===== src/rtl/sar_pkg.sv =====
// Shared definitions for the SAR conversion loop: common width, reset code and
// the sequencer state encoding.
package sar_pkg;

  localparam int unsigned SAR_WIDTH = 16;

  // Code the SAR register restarts at: MSB set, all other bits clear.
  localparam logic [SAR_WIDTH-1:0] SAR_RESET_CODE = {1'b1, {(SAR_WIDTH-1){1'b0}}};

  typedef enum logic [1:0] {
    StIdle,
    StSample,
    StConvert,
    StDone
  } sar_state_e;

endpackage


===== src/rtl/sar_comparator_frontend.sv =====
// Comparator end of the SAR loop: samples an input word, restarts the SAR
// register, answers each trial code and publishes the converged result.
module sar_comparator_frontend
  import sar_pkg::*;
#(
  parameter int unsigned WIDTH = SAR_WIDTH
) (
  input  logic             clk,
  input  logic             rst,
  input  logic             start,
  input  logic [WIDTH-1:0] vin,
  input  logic [WIDTH-1:0] trial_code,
  output logic             comparator_out,
  output logic             sar_rst,
  output logic             busy,
  output logic [WIDTH-1:0] result,
  output logic             result_valid
);

  localparam int unsigned CntW = (WIDTH > 1) ? $clog2(WIDTH) : 1;
  localparam logic [CntW-1:0] CntLast = CntW'(WIDTH - 1);

  sar_state_e       state_q, state_d;
  logic [WIDTH-1:0] sample_q, sample_d;
  logic [CntW-1:0]  cnt_q, cnt_d;
  logic [WIDTH-1:0] result_q, result_d;
  logic             result_valid_q, result_valid_d;

  always_ff @(posedge clk or posedge rst) begin
    if (rst) begin
      state_q        <= StIdle;
      sample_q       <= '0;
      cnt_q          <= '0;
      result_q       <= '0;
      result_valid_q <= 1'b0;
    end else begin
      state_q        <= state_d;
      sample_q       <= sample_d;
      cnt_q          <= cnt_d;
      result_q       <= result_d;
      result_valid_q <= result_valid_d;
    end
  end

  always_comb begin
    state_d        = state_q;
    sample_d       = sample_q;
    cnt_d          = cnt_q;
    result_d       = result_q;
    result_valid_d = 1'b0;
    unique case (state_q)
      StIdle: begin
        if (start) begin
          sample_d = vin;
          state_d  = StSample;
        end
      end
      StSample: begin
        cnt_d   = '0;
        state_d = StConvert;
      end
      StConvert: begin
        // Exit on the last compare edge so the counter never wraps.
        if (cnt_q == CntLast) begin
          cnt_d   = '0;
          state_d = StDone;
        end else begin
          cnt_d = cnt_q + 1'b1;
        end
      end
      StDone: begin
        result_d       = trial_code;
        result_valid_d = 1'b1;
        state_d        = StIdle;
      end
      default: state_d = StIdle;
    endcase
  end

  assign sar_rst        = rst | (state_q == StSample);
  assign busy           = (state_q != StIdle);
  assign comparator_out = (state_q == StConvert) && (sample_q >= trial_code);
  assign result         = result_q;
  assign result_valid   = result_valid_q;

endmodule


===== config.mk =====
export PLATFORM = sky130hd
export DESIGN_NAME = sar_comparator_frontend
export DESIGN_NICKNAME = d
export VERILOG_FILES = /design/src/rtl/sar_pkg.sv /design/src/rtl/sar_comparator_frontend.sv
export SDC_FILE = /design/constraint.sdc
export NUM_CORES = 1
export LEC_CHECK = 0
export ABC_AREA = 1
export CAP_MARGIN = 20
export CORE_MARGIN = 8
export CORE_UTILIZATION = 41
export CTS_CLUSTER_SIZE = 25
export DETAILED_ROUTE_END_ITERATION = 12
export PLACE_DENSITY = 0.79
export RECOVER_POWER = 25
export SYNTH_ARGS = -nofsm -noshare
export SYNTH_HDL_FRONTEND = slang
export SYNTH_SLANG_ARGS = --single-unit

===== constraint.sdc =====
create_clock -name clk -period 2.2 [get_ports clk]
set_clock_uncertainty 0.2 [all_clocks]
set_input_delay 0.44 -clock clk [delete_from_list [all_inputs] [get_ports clk]]
set_output_delay 0.44 -clock clk [all_outputs]
set_load 0.01 [all_outputs]

==> results of run 1 <==
-- stage by stage --
stage	util	setup WS [ns]	std cells	area [sq um]	hold WS, ns
finish	0.618	-0.0923	348	2940	0.323
detailed placement	0.574	-0.847	338	2730	0.300
global placement	0.574	-0.823	338	2730	0.290
global route	0.618	-0.193	348	2940	0.336
floorplan	-	0.233	207	2030	0.275
CTS	0.617	-0.151	347	2930	0.323
-- flip-flops by register name (all words and copies together), names as in the netlist --
register and flops:
state_q 2, sample_q 16, result 16, result_valid 1, cnt_q 4
-- cells in the final DEF (no fill, tap or decap), types with 2 or more instances in the layout --
| cell | netlist | layout |
|---|---|---|
| inv_2 | 0 | 15 |
| nand3_1 | 3 | 3 |
| clkdlybuf4s50_1 | 0 | 34 |
| o21ai_0 | 7 | 7 |
| ha_1 | 22 | 12 |
| nand4_1 | 4 | 4 |
| nor2_1 | 22 | 22 |
| inv_1 | 36 | 21 |
| mux2_4 | 8 | 8 |
| nand2_1 | 27 | 25 |
| mux2_2 | 8 | 8 |
| ha_4 | 0 | 10 |
| a21oi_1 | 24 | 23 |
| buf_4 | 0 | 15 |
| clkbuf_2 | 0 | 2 |
| nand2_2 | 0 | 2 |
| dfrtp_1 | 39 | 39 |
| clkbuf_8 | 0 | 5 |
| dlygate4sd2_1 | 0 | 17 |
-- cell type report --
| class | instances | area (sq um) | area share |
|---|---|---|---|
| well taps | 67 | 83.8 | 0.0285 |
| repair buffers | 72 | 644 | 0.219 |
| multi-input cells | 128 | 1020 | 0.349 |
| flip-flops and latches | 39 | 976 | 0.332 |
| inverters | 36 | 135 | 0.0460 |
| clock buffers | 6 | 72.6 | 0.0247 |
-- report_power, final --
part           switching [mW]  internal (mW)
registers               0.230           1.05
clock network           0.218          0.211
logic                   0.844           1.02
-- repair_timing --
action / 4_1_cts / 5_1_grt
buffers inserted: 3 / 1
setup endpoints to repair: 3 / 2
pin swaps: 24 / 8
gates resized for setup: 49 / 2
cloned: 0 / 0
-- cell families (layout without fill, tap and decap cells) --
group | after synthesis | in the layout | synth area share
buffers and inverters | 40 | 114 | 0.0790
adder cells (fa/ha/maj) | 22 | 22 | 0.136
multiplexers | 16 | 16 | 0.104
AND/OR/NAND/NOR | 58 | 58 | 0.119
AO/OA/AOI/OAI | 31 | 31 | 0.0765
flip-flops | 39 | 39 | 0.481
XOR/XNOR | 1 | 1 | 0.00432
-- routing by layer --
layer / vias up / track usage / part of all wire
met5: - / 0 / 0
met4: 0 / 0.0516 / 0.0042
met3: 4 / 0.0350 / 0.061
met2: 44 / 0.216 / 0.48
met1: 750 / 0.165 / 0.45
li1: 812 / - / -
-- worst paths after layout --
| path | cells after the start | startpoint | slack (ns) | end |
|---|---|---|---|---|
| setup / recovery | 10 | sample_q[7] | -0.09 | comparator_out |
| hold / removal | 1 | sample_q[6] | 0.32 | sample_q[6] |
| max in group asynchronous | 4 | rst | 0.38 | cnt_q[1] |
| setup reg to reg | 4 | state_q[1] | 0.35 | result[0] |
| min in group asynchronous | 4 | rst | 0.84 | result_valid |
| hold reg to reg | 1 | sample_q[6] | 0.32 | sample_q[6] |
==> results.yml, run 1 <==
critical_path:
  critPathSlowestCell: "dfrtp_1"
  worst_ep_required_time_ns: 1.56
  path_max_fanout: 2
  crit_chain: "ha_4, nand2_2, inv_2, nand2_2, nor2_1, nor2_1, nand2_1, nand2_1, a21oi_2, buf_2"
  end_kind: "output port"
  crit_arrival_ns: 1.65
  cp_num_buf_inv: 2
  critPathMaxStageDelay_ns: 0.42
  critPathTopFamily: "flip-flops"
  crit_path_start_kind: "flop"
  worst-setup-path-type: "reg2out"
worst_hold_path:
  hold_path_class: "reg2reg"
sta:
  finalSetupTns_ns: -0.0923
  rsz0062_at_grt: "true"
  max_freq_ghz: 0.436
  report.final.setup_viol: 1
  hold_violations: 0
  worst_slack_ns: -0.0923
  finalCritPeriodShare: 1.04
  min_period_ns: 2.29
  slew_viol_final: 0
  worstMarginPinSlew_ns: 0.954
  slew_headroom: 0.364
placement:
  gp_congestion: 0.774
  portBuffers: 54
  hpwl_mm: 3.33
grt:
  grt_util_all_layers: 0.133
  antenna_found_initial: 0
  grt_max_degree: 40
  grt_pass1_vias: 1717
  grt_pass1_wl_mm: 7.97
  grt-ovfl-total: 0
synth:
  synth_top_area_share: 0.481
  synthArstFlopShare: 1.00
  netlist_area_sq_um: 2030
  synth_nets: 264
  yosysMostFrequentCell: "dfrtp_1"
  synth-edff-count: 0
  yosysSeqAreaShare: 0.481
  yosys_warnings: 0
  synth-seq-cells: 39
  syn_avg_cell_area_sq_um: 9.79
  synth.largest_area_cell: "dfrtp_1"
  synth.distinct_cells: 17
  synthTopCellsByArea: "dfrtp_1 (48%), ha_1 (14%), inv_1 (6.7%)"
  syn_inst: 207
  synth-main-ff-cell: "dfrtp_1"
  synth_commonest_cells: "dfrtp_1 (39), inv_1 (36), nand2_1 (27), a21oi_1 (24)"
power_and_ir_drop:
  total_power_mw: 3.58
  leakagePower_nw: 1.43
  irDropWorstVdd_v: 0.000645
  power.density_nw_per_um2: 1220
floorplan:
  dieArea_sq_um: 7450
  ios: 55
  rows: 25
  die_y_microns: 86.3
  die_w_microns: 86.3
  core_sq_um: 4750
  start_util: 0.426
cells_and_area:
  fillers: 418
  synthToLayoutAreaGrowth_pct: 44.9
  drive_gt1_frac: 0.249
  diodes: 0
  nets: 339
clock_network:
  htreeDepth: 2
  clock_path_buffers: 2
  cts_tree: "done"
  clock-sinks: 39
  cts_buffers: 5
  clk_pin_slew_ns: 0.07
  hold_buffers: 0
  clock_latency_ns: 0.28
  cts_root_buf: "clkbuf_8"
status:
  violations: "negative setup slack"
  status: "finished, violations left"
route:
  drc: 0
  drt_wl_total_mm: 4.54
  vias_per_cell: 4.63
  post_drt_wl_per_cell_microns: 13.0
  first_pass_iters: 4
  via_count: 1610
  drtIter0Drc: 68
  detail-route-antenna-nets: 0
flow_run:
  maxCapViolCount: 0
(Power assumes the default switching activity.)
==> run 2, diff against run 1 <==
==> constraint.sdc (replaced) <==
create_clock -name clk -period 2.2 [get_ports clk]
set_clock_uncertainty 0.2 [all_clocks]
set_input_delay 0.55 -clock clk [delete_from_list [all_inputs] [get_ports clk]]
set_output_delay 0.55 -clock clk [all_outputs]
set_load 0.01 [all_outputs]
==> results.yml, run 2 (synthesis results as in run 1) <==
clock_network:
  cts_tree: "done"
  cts_buffers: 5
  clock-sinks: 39
  cts_root_buf: "clkbuf_8"
  clock_path_buffers: 2
  htreeDepth: 2
  clock_latency_ns: 0.28
  clk_pin_slew_ns: 0.07
placement:
  placed_cell_area_sq_um: 2760
  gp_congestion: 0.771
  portBuffers: 54
  hpwl_mm: 3.27
critical_path:
  endpoint: "comparator_out"
  critPathTopFamily: "buffers and inverters"
  critPathSlowestCell: "ha_4"
  rrSetupSlack_ns: 0.39
  crit_path_start_kind: "input port"
  end_kind: "output port"
  worstSetupStartpoint: "trial_code[11]"
  reg2regPathDepth: 6
  r2r_start: "state_q[0]"
  crit_chain: "dlygate4sd2_1, inv_2, ha_4, nand2_1, inv_2, nand2_1, a21oi_1, nor2_1, a21oi_2, buf_2"
  crit_cells: 10
  crit_arrival_ns: 1.68
  critPathMaxStageDelay_ns: 0.26
  r2r_end: "sample_q[14]"
  worst_ep_required_time_ns: 1.45
  worst-setup-path-type: "in2out"
  cp_num_buf_inv: 4
  path_max_fanout: 2
route:
  drtIter0Drc: 73
  post_drt_wl_per_cell_microns: 13.5
  via_count: 1698
  detail-route-antenna-nets: 0
  drt_wl_total_mm: 4.94
  first_pass_iters: 4
  vias_per_cell: 4.63
  drc: 0
floorplan:
  die_w_microns: 86.3
  ios: 55
  die_y_microns: 86.3
  start_util: 0.426
  core_sq_um: 4750
  rows: 25
  dieArea_sq_um: 7450
grt:
  grt_util_all_layers: 0.131
  grt_max_degree: 40
  antenna_found_initial: 0
  grt-ovfl-total: 0
  grt_pass1_vias: 1727
  grt_pass1_wl_mm: 7.81
power_and_ir_drop:
  total_power_mw: 3.77
  leakagePower_nw: 1.52
  power.density_nw_per_um2: 1210
  irDropWorstVdd_v: 0.000702
cells_and_area:
  drive_gt1_frac: 0.347
  diodes: 0
  fillers: 396
  nets: 356
  fin_area_sq_um: 3110
  utilization: 0.654
  final_common_cell: "dfrtp_1"
  synthToLayoutAreaGrowth_pct: 53.3
  mostFrequentLayoutCells: "dfrtp_1 (39), clkdlybuf4s50_1 (34), buf_4 (31)"
status:
  violations: "negative setup slack"
  status: "finished, violations left"
worst_hold_path:
  hold_path_class: "reg2reg"
sta:
  hold_violations: 0
  slew_headroom: 0.364
  finalCritPeriodShare: 1.10
  max_freq_ghz: 0.412
  rsz0062_at_grt: "true"
  min_period_ns: 2.43
  worst_slack_ns: -0.230
  slew_viol_final: 0
  report.final.setup_viol: 2
  worstMarginPinSlew_ns: 0.953
flow_run:
  maxCapViolCount: 0
run 2: repair_timing:
action | in CTS | in global routing
pin swaps | 25 | 16
setup buffers | 16 | 4
hold buffers | 0 | 0
resized for setup | 69 | 16
setup endpoints to repair | 3 | 2
run 2: worst min-delay path by stage:
stage / from / endpoint / slack, ns / cells past startpoint
global placement: result[0] / result[0] / 0.29 / 1
CTS: trial_code[6] / result[6] / 0.31 / 3
detailed placement: sample_q[9] / sample_q[9] / 0.30 / 1
finish: sample_q[6] / sample_q[6] / 0.32 / 1
floorplan: cnt_q[1] / cnt_q[1] / 0.27 / 2
global route: trial_code[6] / result[6] / 0.33 / 3
run 2: final cells by class:
class	count	area, sq um	share of cell area
clock buffers	8	100	0.0322
inverters	36	138	0.0443
repair buffers	89	764	0.246
well taps	67	83.8	0.0270
flip-flops and latches	39	976	0.314
multi-input cells	128	1050	0.337
run 2: metal layers:
metal  wire, microns  global-route usage  vias up
li1                -                   -      849
met1            2110               0.156      789
met2            2530               0.224       55
met3             271              0.0350        5
met4              40              0.0423        0
met5               0                   0        -
run 2: where the power goes:
part	internal (mW)	switching, mW
Sequential	1.05	0.242
Combinational	1.08	0.875
Clock	0.286	0.232
run 2: stage by stage:
stage | instances | setup WS, ns | setup TNS (ns) | hold WS (ns)
finish | 367 | -0.230 | -0.287 | 0.323
global route | 367 | -0.303 | -0.403 | 0.332
CTS | 364 | -0.273 | -0.273 | 0.305
detailed placement | 340 | -1.06 | -1.33 | 0.302
global placement | 340 | -1.05 | -1.31 | 0.291
floorplan | 207 | 0.0128 | 0 | 0.275
